## config.mk

```make
export PLATFORM = sky130hd
export DESIGN_NAME = html_char_streamer
export DESIGN_NICKNAME = d
export VERILOG_FILES = /design/src/rtl/html_char_streamer_pkg.sv /design/src/rtl/char_prefetch_fifo.sv /design/src/rtl/html_char_streamer.sv
export SDC_FILE = /design/constraint.sdc
export NUM_CORES = 1
export LEC_CHECK = 0
export CORE_MARGIN = 1
export CORE_UTILIZATION = 59
export CTS_CLUSTER_SIZE = 25
export DETAILED_ROUTE_END_ITERATION = 10
export GPL_TIMING_DRIVEN = 0
export PLACE_DENSITY = 0.9
export SYNTH_ARGS = -nofsm -noshare
export SYNTH_HDL_FRONTEND = slang
export SYNTH_SLANG_ARGS = --single-unit
```

## constraint.sdc

```tcl
create_clock -name clock -period 7 [get_ports clock]
set_clock_uncertainty 0.2 [all_clocks]
set_input_delay 0.7 -clock clock [delete_from_list [all_inputs] [get_ports clock]]
set_output_delay 0.7 -clock clock [all_outputs]
set_load 0.03 [all_outputs]
```

## src/rtl/html_char_streamer_pkg.sv

```systemverilog
// Shared character constants, state encoding and whitespace helper for the
// HTML character streamer and its prefetch FIFO.
package html_char_streamer_pkg;

   localparam int CHAR_BITES = 8;

   localparam logic [CHAR_BITES-1:0] CHAR_NUL = 8'h00;
   localparam logic [CHAR_BITES-1:0] CHAR_CR  = 8'h0D;
   localparam logic [CHAR_BITES-1:0] CHAR_LF  = 8'h0A;
   localparam logic [CHAR_BITES-1:0] CHAR_TAB = 8'h09;

   typedef enum logic [1:0] {
      ST_IDLE   = 2'd0,
      ST_FILL   = 2'd1,
      ST_STREAM = 2'd2,
      ST_DONE   = 2'd3
   } stream_state_t;

   function automatic logic is_layout_ws(input logic [CHAR_BITES-1:0] c);
      return (c == CHAR_CR) || (c == CHAR_LF) || (c == CHAR_TAB);
   endfunction

endpackage

```

## src/rtl/char_prefetch_fifo.sv

```systemverilog
// Two-entry character FIFO between the ROM fetcher and the presented char.
// Head is always slot0; a simultaneous push and pop keeps the count unchanged.
module char_prefetch_fifo
   import html_char_streamer_pkg::*;
(
   input  logic                  clock,
   input  logic                  resetn,
   input  logic                  flush,
   input  logic                  push,
   input  logic [CHAR_BITES-1:0] push_data,
   input  logic                  pop,
   output logic [CHAR_BITES-1:0] head,
   output logic [1:0]            count
);

   logic [CHAR_BITES-1:0] slot0;
   logic [CHAR_BITES-1:0] slot1;

   assign head = slot0;

   always_ff @(posedge clock) begin
      if (!resetn || flush) begin
         slot0 <= '0;
         slot1 <= '0;
         count <= 2'd0;
      end else begin
         case ({push, pop})
            2'b10: begin
               if (count != 2'd2) begin
                  if (count == 2'd0) slot0 <= push_data;
                  else               slot1 <= push_data;
                  count <= count + 2'd1;
               end
            end
            2'b01: begin
               if (count != 2'd0) begin
                  slot0 <= slot1;
                  count <= count - 2'd1;
               end
            end
            2'b11: begin
               if (count == 2'd1) begin
                  slot0 <= push_data;
               end else if (count == 2'd2) begin
                  slot0 <= slot1;
                  slot1 <= push_data;
               end
            end
            default: ;
         endcase
      end
   end

endmodule

```

## src/rtl/html_char_streamer.sv

```systemverilog
// Fetches an HTML document from a synchronous ROM, drops CR/LF/TAB, and
// presents one character at a time to the parser, honouring its pause.
module html_char_streamer
   import html_char_streamer_pkg::*;
#(
   parameter int ADDR_WIDTH = 12,
   parameter int DOC_LENGTH = 4096,
   parameter int MIN_HOLD   = 2
)
(
   input  logic                  clock,
   input  logic                  resetn,
   input  logic                  start,
   input  logic                  pause,
   output logic [ADDR_WIDTH-1:0] mem_addr,
   input  logic [CHAR_BITES-1:0] mem_data,
   output logic [CHAR_BITES-1:0] char,
   output logic                  parser_enable,
   output logic                  busy,
   output logic                  done
);

   localparam int                  HOLD_W     = $clog2(MIN_HOLD + 1);
   localparam logic [HOLD_W-1:0]   HOLD_MAX   = HOLD_W'(MIN_HOLD);
   localparam logic [HOLD_W-1:0]   HOLD_ONE   = HOLD_W'(1);
   localparam logic [ADDR_WIDTH:0] READ_LIMIT = (ADDR_WIDTH + 1)'(DOC_LENGTH);
   localparam logic [ADDR_WIDTH:0] READ_ONE   = (ADDR_WIDTH + 1)'(1);

   stream_state_t         state;
   logic                  inflight;
   logic                  eof_seen;
   logic [ADDR_WIDTH:0]   reads_issued;
   logic [HOLD_W-1:0]     hold_cnt;

   logic                  fifo_flush;
   logic                  fifo_push;
   logic                  fifo_pop;
   logic [CHAR_BITES-1:0] fifo_head;
   logic [1:0]            fifo_count;

   logic active;
   logic nul_now;
   logic eof_now;
   logic fifo_empty;
   logic hold_met;
   logic can_issue;
   logic start_pass;

   // A NUL arriving this cycle must already block the next read, otherwise
   // one stray byte past the terminator would be fetched.
   always_comb begin
      active     = (state == ST_FILL) || (state == ST_STREAM);
      nul_now    = inflight && (mem_data == CHAR_NUL);
      eof_now    = eof_seen || (reads_issued == READ_LIMIT);
      fifo_empty = (fifo_count == 2'd0);
      hold_met   = (hold_cnt >= HOLD_MAX);
      start_pass = start && ((state == ST_IDLE) || (state == ST_DONE));
      fifo_flush = start_pass;
      fifo_push  = inflight && !nul_now && !is_layout_ws(mem_data);
      fifo_pop   = !fifo_empty &&
                   ((state == ST_FILL) ||
                    ((state == ST_STREAM) && hold_met && !pause));
      can_issue  = active && !eof_now && !nul_now &&
                   (({1'b0, fifo_count} + {2'b00, inflight}) < 3'd2);
   end

   char_prefetch_fifo u_fifo (
      .clock     (clock),
      .resetn    (resetn),
      .flush     (fifo_flush),
      .push      (fifo_push),
      .push_data (mem_data),
      .pop       (fifo_pop),
      .head      (fifo_head),
      .count     (fifo_count)
   );

   always_ff @(posedge clock) begin
      if (!resetn) begin
         state         <= ST_IDLE;
         mem_addr      <= '0;
         reads_issued  <= '0;
         inflight      <= 1'b0;
         eof_seen      <= 1'b0;
         hold_cnt      <= '0;
         char          <= '0;
         parser_enable <= 1'b0;
         busy          <= 1'b0;
         done          <= 1'b0;
      end else begin
         if (nul_now) eof_seen <= 1'b1;
         inflight <= can_issue;
         if (can_issue) begin
            mem_addr     <= reads_issued[ADDR_WIDTH-1:0];
            reads_issued <= reads_issued + READ_ONE;
         end

         case (state)
            ST_IDLE, ST_DONE: begin
               if (start_pass) begin
                  state        <= ST_FILL;
                  mem_addr     <= '0;
                  reads_issued <= READ_ONE;
                  inflight     <= 1'b1;
                  eof_seen     <= 1'b0;
                  hold_cnt     <= '0;
                  busy         <= 1'b1;
                  done         <= 1'b0;
               end
            end
            ST_FILL: begin
               if (!fifo_empty) begin
                  char          <= fifo_head;
                  parser_enable <= 1'b1;
                  hold_cnt      <= HOLD_ONE;
                  state         <= ST_STREAM;
               end else if (eof_now && !inflight) begin
                  state <= ST_DONE;
                  busy  <= 1'b0;
                  done  <= 1'b1;
               end
            end
            // Pause blocks both advance and the end-of-document exit.
            ST_STREAM: begin
               if (fifo_pop) begin
                  char     <= fifo_head;
                  hold_cnt <= HOLD_ONE;
               end else if (hold_met && !pause && fifo_empty && eof_now && !inflight) begin
                  state         <= ST_DONE;
                  parser_enable <= 1'b0;
                  char          <= '0;
                  busy          <= 1'b0;
                  done          <= 1'b1;
               end else if (!hold_met) begin
                  hold_cnt <= hold_cnt + HOLD_ONE;
               end
            end
            default: state <= ST_IDLE;
         endcase
      end
   end

endmodule

```

After elaboration in Yosys (flattened, before gate mapping) --
Index checks and enable logic that the tools add are counted. Widths: inputs -> output; s select.
Word-level totals: word-level logic and storage cells 151, register bits 60, output and inout bits 23, bits of input ports 12
Cells by class: reductions and logical operators 46, order comparisons 2, $add $sub $neg 5, eq/ne operators 30, mux-type cells 55
Operators with widths (count):
- $mux 8 | 12
- $mux 13 | 3
- $mux 12 | 3
- $pmux 8 s2 | 2
- $eq 8x4->1 const B | 3
- $mux 2 | 12
- $pmux 8 s3 | 1
- $mux 1 | 16
- $logic_and 1x1->1 | 15
- $reduce_and 5->1 | 3
- $ne 2x2->1 const B | 7
- $add 13x1->13 const B | 1
- $eq 13x13->1 const B | 1
- $ne 2x1->1 const B | 6
- $pmux 2 s3 | 2
- $reduce_and 4->1 | 3
- $eq 2x2->1 const B | 5
- $ne 3x2->1 const B | 3
- $logic_not 8->1 | 1
- $reduce_bool 2->1 | 4
- $logic_not 1->1 | 7
- $logic_or 1x1->1 | 7
- $eq 2x1->1 const B | 3
- $ne 3x1->1 const B | 2
- other kinds (12) | 16

Logic depth before layout (Yosys ltp) --
word-level depth 9, gate-level depth with buffers 11, mapped depth without buffers 8

Hierarchy --
Synthesis repeated with hierarchy kept, for this count alone.
Second synthesis, totals: cell total of the unflattened synthesis 347, area total of the unflattened synthesis 3001.6 um2
By module, submodules not included:
- html_char_streamer | seq. area each 840.8 um2, cells each 245, area each 2085.8 um2, instances 1
- char_prefetch_fifo | seq. area each 360.3 um2, cells each 102, area each 915.9 um2, instances 1

Worst setup path before layout --
No wires, ideal clock.
path kind input to register, start point input port pause, end point register char[0], library setup time 0.129 ns, slack 4.631 ns, buffers on the path 2, arrival time 2.041 ns, required time 6.671 ns, stages on the path 8, path through o21ba_2 > a21oi_1 > or2_1 > buf_2 > and2_1 > buf_2 > a21oi_2 > o22ai_1
On the way: cells in the longest elaborated chain, start to end 7, elaborated cells between the ends (all ways) 12, classes of those cells eq/ne: 1; mux: 2; reduce/logical: 9
Ends and longest elaborated chain:
- start, declared | line html_char_streamer.sv:14 | input logic pause,
- $logic_not 1->1 * | line html_char_streamer.sv:62, html_char_streamer.sv:128
- $logic_and 1x1->1 (4 in series) | line html_char_streamer.sv:128 | end else if (hold_met && !pause && fifo_empty && eof_now && !inflight) begin
- $ne 3x1->1 (no line)
- $reduce_and 3->1 (no line)
- end signal, assigned | line html_char_streamer.sv:113 | char <= fifo_head;
- end signal, assigned | line html_char_streamer.sv:126 | char <= fifo_head;
- end, declared | line html_char_streamer.sv:17 | output logic [CHAR_BITES-1:0] char,
Every way passes the cells marked *; elsewhere a longest branch is shown, timed or not. A chain may end at the register's enable or synchronous reset.

Worst setup path in the final report --
start point input port mem_data[4], end point register mem_addr[5]
On the way: cells in the longest elaborated chain, start to end 8
Ends and longest elaborated chain:
- start, declared | line html_char_streamer.sv:16 | input logic [CHAR_BITES-1:0] mem_data,
- $logic_not 8->1 * | line html_char_streamer.sv:53 | nul_now = inflight && (mem_data == CHAR_NUL);
- $logic_and 1x1->1 * | line html_char_streamer.sv:53
- $logic_not 1->1 * | line html_char_streamer.sv:63 | can_issue = active && !eof_now && !nul_now &&
- $logic_and 1x1->1 * (2 in series) | line html_char_streamer.sv:63
- $mux 12 * | line html_char_streamer.sv:93 | if (can_issue) begin
- $mux 12 | line html_char_streamer.sv:100 | if (start_pass) begin
- $mux 12 * | line html_char_streamer.sv:98 | case (state)
- end signal, assigned | line html_char_streamer.sv:94 | mem_addr <= reads_issued[ADDR_WIDTH-1:0];
- end, declared | line html_char_streamer.sv:15 | output logic [ADDR_WIDTH-1:0] mem_addr,
Marks and branches as above.

==> results.env <==
RESULT_OF_THE_RUN='complete, no violations'
INTERNAL_POWER_uW=747.3
CHIPHEIGHT_UM=71.45
ACHIEVABLE-FREQUENCY_GHz=0.3473
SYNTH_CELLS=316
POWER.SHARE.SEQUENTIAL_PCT=33.6
TRITONCTS_CLOCK_TREE='built'
MAPPEDNETLISTNETS=336
INITIALDRTVIOLATIONCOUNT=139
GRT_START_MAX_NET_PINS=11
SHARE_OF_POWER_BURNED_IN_THE_CLOCK_NETWORK_PCT=20.3
CTS_RESIZED=0
VIAS=2396
LAYOUT.FILLER_CELLS=307
TIGHTEST_SLEW_PS=722.5
SYNTHTOLAYOUTAREAGROWTH_PCT=19.61
SHARE_OF_POWER_BURNED_IN_COMBINATIONAL_LOGIC_PCT=46.0
WORSTSETUPSTARTPOINTTYPE='primary input'
CTSROOTBUFFERMASTER='sky130_fd_sc_hd__clkbuf_8'
FIRST_GLOBAL_VIAS=2198
HTREEDEPTH=3
PIN_COUNT=35
GP_ROUTABILITY_CONGESTION=0.8740
WIRE_PER_INST_UM=14.84
CAP_VIOL_MAX_COUNT=0
MAX-SLEW-MARGIN-REL_PCT=51.83
SETUP_VIOL_COUNT_FINAL=0
TIMING.SETUP.TNS_PS=0
CLOCK_LATENCY_PS=340
POST-ROUTE-CELL-AREA_UM2=3403
FIN_CRIT_SH_PCT=41.13
CP.REQUIRED_PS=7000
CRIT_END_CATEGORY='register'
POSTSYNTH.ASYNCRESETSHARE_PCT=0
DRTANTENNAVIOLNETS=0
SWITCHING_SHARE_PCT=42.53
NUMCTSBUFFERS=9
CP.ARRIVAL_PS=2880
DP.FINAL_HPWL_UM=4413
NETLIST_AREA_UM2=2845
REPORT.FINAL.SLEW_VIOL_COUNT=0
REPORT.FINAL.HOLD_VIOL_COUNT=0
FIN_CRIT_PS=2879
GRT_FIRST_PASS_WIRELENGTH_UM=9991
POST_CTS.REPAIR.SETUP_BUFFERS=0
FINAL_LAYOUT_SIZE_SUFFIX_GT1_SHARE_PCT=10.14
FLOORPLAN.CORE_AREA_UM2=4504
MIN-DELAY-PATH-CLASS='reg2reg'
PEAKVDDDROP_uV=225.3
VIASPERCELL=5.746
DRTPASS1ITERATIONS=4
YS_TYPES=52
SETUP_SLACK_PS=4121
DRT_DRC_VIOLATIONS_LEFT=0
NET-SWITCHING-POWER_uW=553.0
WIRELENGTH_UM=6189
CTS-HOLD-FIX-BUFFERS=0
SYNTH_ENABLE_FLOP_CELLS=0
CLOCK_PATH_BUFFERS=2
DIE_AREA_UM2=5104
PORT-BUFFER-COUNT=33
DETAILED_PLACE.AREA_UM2=3241
GRT_ANTENNA_BEFORE_REPAIR=0
CLK_PIN_SLEW_PS=60
DIODES=0
RSZ0062_AT_GRT='no'
POWER.DENSITY_nW_PER_UM2=382.1
GLOBALROUTEOVERFLOWTOTAL=0
SYNTH-WARNING-COUNT=0
FIN_NETS=380
CLOCK_SINKS=60
DIE_WIDTH_UM=71.45
STATIC-LEAKAGE-POWER_uW=0.001168
GRTUSAGETOTAL_PCT=25.73
FLIP_FLOP_CELL_WITH_THE_HIGHEST_COUNT_AFTER_SYNTHESIS='sky130_fd_sc_hd__dfxtp_1'
KIND_OF_CRITICAL_PATH='in2reg'
INITIAL_CORE_UTIL_PCT=63.17
PLACEMENTROWS=24
PLACEMENT.SETUP.WORST_SLACK_PS=3822
SYNTH.YOSYS.SEQ_AREA_SHARE_PCT=42.22
SYNTH_AREA_PER_CELL_UM2=9.004
SYNTH-SEQ-CELLS=60
PEAK_FANOUT_ALONG_THE_CRITICAL_PATH=10
## per-layer routing
| metal | GRT usage (%) | up-vias | part of all wire, % |
|---|---|---|---|
| met5 | 0 | - | 0 |
| met4 | 11.33 | 0 | 1.6 |
| met3 | 6.751 | 9 | 3.3 |
| met2 | 41.69 | 46 | 49 |
| met1 | 32.38 | 1135 | 46 |
| li1 | - | 1206 | - |
## registers in the layout, summed over array words and instances (netlist names)
signal and cells:
state 2, eof_seen 1, u_fifo.count 2, u_fifo.slot1 8, done 1, parser_enable 1, hold_cnt 2, reads_issued 13
mem_addr 12, busy 1, char 8, inflight 1, u_fifo.head 8
## critical path, cell delays in order
cell	delay, ps
sky130_fd_sc_hd__clkdlybuf4s50_1	480
sky130_fd_sc_hd__nor4_4	510
sky130_fd_sc_hd__a31oi_1	260
sky130_fd_sc_hd__and3_1	230
sky130_fd_sc_hd__buf_2	150
sky130_fd_sc_hd__buf_2	180
sky130_fd_sc_hd__buf_2	210
sky130_fd_sc_hd__nand2_1	90
sky130_fd_sc_hd__a21oi_1	60
## final timing paths
| kind | start | endpoint | cells after the start | slack, ps |
|---|---|---|---|---|
| worst max-delay path | mem_data[4] | mem_addr[5]$_SDFF_PN0_ | 9 | 4120 |
| worst min register to register | mem_addr[8]$_SDFF_PN0_ | mem_addr[8]$_SDFF_PN0_ | 2 | 250 |
| worst max register to register | state[0]$_SDFFE_PN0P_ | reads_issued[5]$_SDFF_PN0_ | 8 | 4360 |
| worst min-delay path | mem_addr[8]$_SDFF_PN0_ | mem_addr[8]$_SDFF_PN0_ | 2 | 250 |
## per-stage QoR
| stage | hold slack [ps] | util, % | std cells | total power [µW] |
|---|---|---|---|---|
| floorplan | 253.9 | - | 316 | 881.8 |
| global placement | 244.3 | 71.94 | 401 | 1006 |
| detailed placement | 247.2 | 71.94 | 401 | 1031 |
| CTS | 255.7 | 75.56 | 417 | 1299 |
| global route | 272.1 | 75.56 | 417 | 1383 |
| finish | 252.6 | 75.56 | 417 | 1300 |
## cells by family (layout without fill, tap and decap cells)
| kind of cell | Yosys count | count (layout) | share of synthesized area [%] |
|---|---|---|---|
| xor+xnor | 14 | 14 | 4.310 |
| buf+inv | 29 | 78 | 4.354 |
| simple gates | 123 | 123 | 21.94 |
| fa+ha+maj | 8 | 8 | 3.518 |
| compound gates | 64 | 64 | 17.28 |
| flops | 60 | 60 | 42.22 |
| mux | 18 | 18 | 6.376 |
## cells in the mapped netlist (2+ instances only)
cell	number	area, µm²
sky130_fd_sc_hd__nor4b_2	2	30.03
sky130_fd_sc_hd__ha_1	8	100.1
sky130_fd_sc_hd__a21boi_0	4	30.03
sky130_fd_sc_hd__and2_1	4	25.02
sky130_fd_sc_hd__nor2_1	32	120.1
sky130_fd_sc_hd__nor2b_1	3	18.77
sky130_fd_sc_hd__and3_1	2	12.51
sky130_fd_sc_hd__o21ai_0	3	15.01
sky130_fd_sc_hd__clkbuf_1	12	45.04
sky130_fd_sc_hd__xor2_1	12	105.1
sky130_fd_sc_hd__mux2i_1	17	170.2
sky130_fd_sc_hd__and4_1	2	17.52
sky130_fd_sc_hd__a211oi_1	8	60.06
sky130_fd_sc_hd__o22ai_1	9	56.30
sky130_fd_sc_hd__a21oi_1	17	85.08
sky130_fd_sc_hd__nand2_1	43	161.4
sky130_fd_sc_hd__inv_1	10	37.54
sky130_fd_sc_hd__a211oi_2	4	50.05
sky130_fd_sc_hd__buf_2	6	30.03
sky130_fd_sc_hd__xnor2_1	2	17.52
sky130_fd_sc_hd__nor3_1	2	10.01
sky130_fd_sc_hd__nand2b_1	3	18.77
sky130_fd_sc_hd__dfxtp_1	60	1201
sky130_fd_sc_hd__nand4_1	8	50.05
sky130_fd_sc_hd__nand3_1	13	65.06
sky130_fd_sc_hd__a31oi_1	3	18.77
sky130_fd_sc_hd__a21o_1	2	15.01
## power groups by stage
stage / sequential (µW) / clock [µW] / combinational (µW)
2_1_floorplan: 460 / 0 / 421
3_3_place_gp: 440 / 0 / 566
3_5_place_dp: 443 / 0 / 589
4_1_cts: 436 / 270 / 593
5_1_grt: 443 / 284 / 657
6_report: 437 / 264 / 599
## cell usage in the layout, fill, tap and decap left out, drive strengths merged, types with 3 or more instances in the layout
master	Yosys	layout
dfxtp	60	60
nand2	44	44
clkdlybuf4s50	0	33
nor2	32	32
clkbuf	12	26
a21oi	18	18
mux2i	17	17
nand3	13	13
xor2	12	12
a211oi	12	12
inv	10	10
o22ai	9	9
nand4	8	8
ha	8	8
buf	7	7
and2	4	4
a21boi	4	4
a31oi	4	4
nand2b	3	3
o21ai	3	3
nor2b	3	3
nor3	3	3
nor4	3	3
## area by class of cell
type	count	area, µm²	area share, %
Sequential cell	60	1201	35.29
Inverter	10	37.54	1.103
Clock inverter	2	10.01	0.2941
Tap cell	52	65.06	1.912
Buffer	19	86.33	2.537
Multi-Input combinational cell	227	1520	44.67
Clock buffer	14	152.6	4.485
Timing Repair Buffer	33	330.3	9.706
Note: power is estimated with default switching activity, not from simulation.
==> patch: new RTL, config.mk and constraints unchanged <==
Reset style: asynchronous (`resetn`), changed in one clocked block.
--- a/src/rtl/html_char_streamer.sv
+++ b/src/rtl/html_char_streamer.sv
@@ -76,5 +76,5 @@
    );
 
-   always_ff @(posedge clock) begin
+   always_ff @(posedge clock or negedge resetn) begin
       if (!resetn) begin
          state         <= ST_IDLE;
Behaviour: differs if resetn is asserted again (counterexample within 4 cycles, from zero or initial values and one cycle with resetn low); with resetn held inactive, the same outputs for 10 cycles.
==> patch against the original RTL <==
Worst setup slack worse by 0.071 ns. Critical path depth down 3. Register-to-register slack about the same. Wire length up 11%. Clock power up 26%. Final cell count up 4.6%. Synthesized area up 7.1%. Design area up 8.0%. Sequential power up 7.3%. Sequential cell count unchanged. Via count up 11%. Global-route usage up 2.2 points. Total power up 18%. Highest routed layer unchanged.
==> patch: results (changes against the original RTL) <==
metric;value;unit;change
initial antenna violation count;0;;unchanged
first-pass GRT wire length;11.45;mm;was 9.991 mm
sequential element share of the synthesized area;46.31;%;was 42.22%
Placer Congestion;0.8845;;was 0.8740
critical path type;input port to register;;unchanged
initial detailed-routing violation count;215;;was 139
most frequent cells after synthesis;dfrtp_1 (42), nand2_1 (33), a21oi_1 (32), nand3_1 (25);;was dfxtp_1 (60), nand2_1 (43), nor2_1 (32), a21oi_1 (17), mux2i_1 (17)
dpl hpwl;4.935;mm;was 4.413 mm
asr flop ratio synth;70.00;%;was 0%
max_cap viols;0;;unchanged
synth unique cells;55;;was 52
crit path max fanout;8;;was 10
H-tree levels;3;;unchanged
Hold WS;0.2806;ns;was 0.2526 ns
Longest Clk Path Bufs;2;;unchanged
routed vias/inst;6.108;;was 5.746
vias in the first global route;2542;;was 2198
period utilisation layout;42.14;%;was 41.13%
Top FF cell, synth;dfrtp_1;;was dfxtp_1
clock buffer count from CTS;9;;unchanged
GRT met1 Usage;36.56;%;was 32.38%
Setup WS pre-CTS;3.780;ns;was 3.822 ns
HP Class;register to register;;unchanged
Post-CTS Setup Bufs;0;;unchanged
outcome;complete, no violations;;unchanged
CTS tree;yes;;unchanged
ant diodes;0;;unchanged
crit path DAT;3.01;ns;was 2.88 ns
P_leak;1.464;nW;was 1.168 nW
met3 track demand over resource;4.938;%;was 6.751%
layout cell share with drive strength beyond 1;8.130;%;was 10.14%
post-CTS resize count;0;;unchanged
yosys warns;0;;unchanged
Root Buffer;clkbuf_8;;unchanged
largest registers;reads_issued: 13 flops, mem_addr: 12 flops;;unchanged
relative slew slack;29.00;%;was 51.83%
Global Route Usage Sum;27.93;%;was 25.73%
Clk pin slew, worst setup/hold paths;0.06;ns;about the same
flop2flop setup slack;4.37;ns;was 4.36 ns
worst skew pair latency;0.34;ns;about the same
met2 Use GR;45.06;%;was 41.69%
wire per inst;15.79;um;was 14.84 um
largest net degree at the start of global routing;44;;was 11
Final nets;384;;was 380
largest vdd supply drop;0.0003206;V;was 0.0002253 V
Synth area leaders;dfrtp_1 (34%), dfxtp_1 (12%), a21oi_1 (5.3%);;was dfxtp_1 (42%), mux2i_1 (6.0%), nand2_1 (5.7%)
syn_nets;339;;was 336
1st-pass router iterations;5;;was 4
port bufs;34;;was 33
-- patch: cell types whose count changed after synthesis, moves of 12 or more --
cell     unedited run  this run
o21ai_0             3        16
a21oi_1            17        32
dfrtp_1             0        42
dfxtp_1            60        18
nor2_1             32        12
nand3_1            13        25
-- patch: per-layer routing --
metal	vias up	wire length, um
li1	1274	-
met1	1285	3119
met2	93	3292
met3	11	357
met4	0	113
met5	-	0
-- patch: stage by stage --
step	area, um2	util, %	cells	power (mW)
6_report	3676	75.82	436	1.540
5_1_grt	3676	75.82	436	1.645
4_1_cts	3676	75.82	436	1.538
3_5_place_dp	3467	71.51	420	1.204
3_3_place_gp	3472	71.61	420	1.174
2_1_floorplan	3048	-	319	1.001
-- patch: worst paths after layout --
check                            startpoint  cells past startpoint          endpoint
max reg2reg                 u_fifo.count[1]                      7   u_fifo.slot1[4]
min in group asynchronous            resetn                      1           char[7]
min                        reads_issued[12]                      1  reads_issued[12]
max                             mem_data[3]                      6   u_fifo.slot1[4]
min reg2reg                reads_issued[12]                      1  reads_issued[12]
max in group asynchronous            resetn                      1       hold_cnt[0]
-- patch: cell families after synthesis --
kind of cell               after synthesis  synth area share, %
AOI/OAI and AO/OA                      103                23.24
xor gates and xnor gates                 6                1.724
adders and majority gates                8                3.284
buffers and inverters                   26                3.407
DFF                                     60                46.31
muxes                                   12                4.023
and+or+nand+nor                        104                18.02
-- patch: final cells by class --
type / count / area (um2)
Sequential cell: 60 / 1411
Inverter: 13 / 48.80
Buffer: 13 / 55.05
Timing Repair Buffer: 34 / 335.3
Fill cell: 355 / 1172
Clock buffer: 12 / 135.1
Tap cell: 67 / 83.83
Clock inverter: 4 / 73.82
Multi-Input combinational cell: 233 / 1533
-- patch: worst max-delay path: stages --
cell	delay [ns]
clkdlybuf4s50_1	0.60
inv_1	0.11
o31a_1	0.39
a211oi_1	0.87
nand3_1	0.15
a21oi_1	0.17
-- patch: power by group --
group | leakage [nW] | total [mW] | switching, mW | internal (mW)
logic | 0.655 | 0.738 | 0.479 | 0.259
registers | 0.705 | 0.469 | 0.0486 | 0.420
clock network | 0.105 | 0.333 | 0.132 | 0.201
total | 1.46 | 1.54 | 0.660 | 0.880
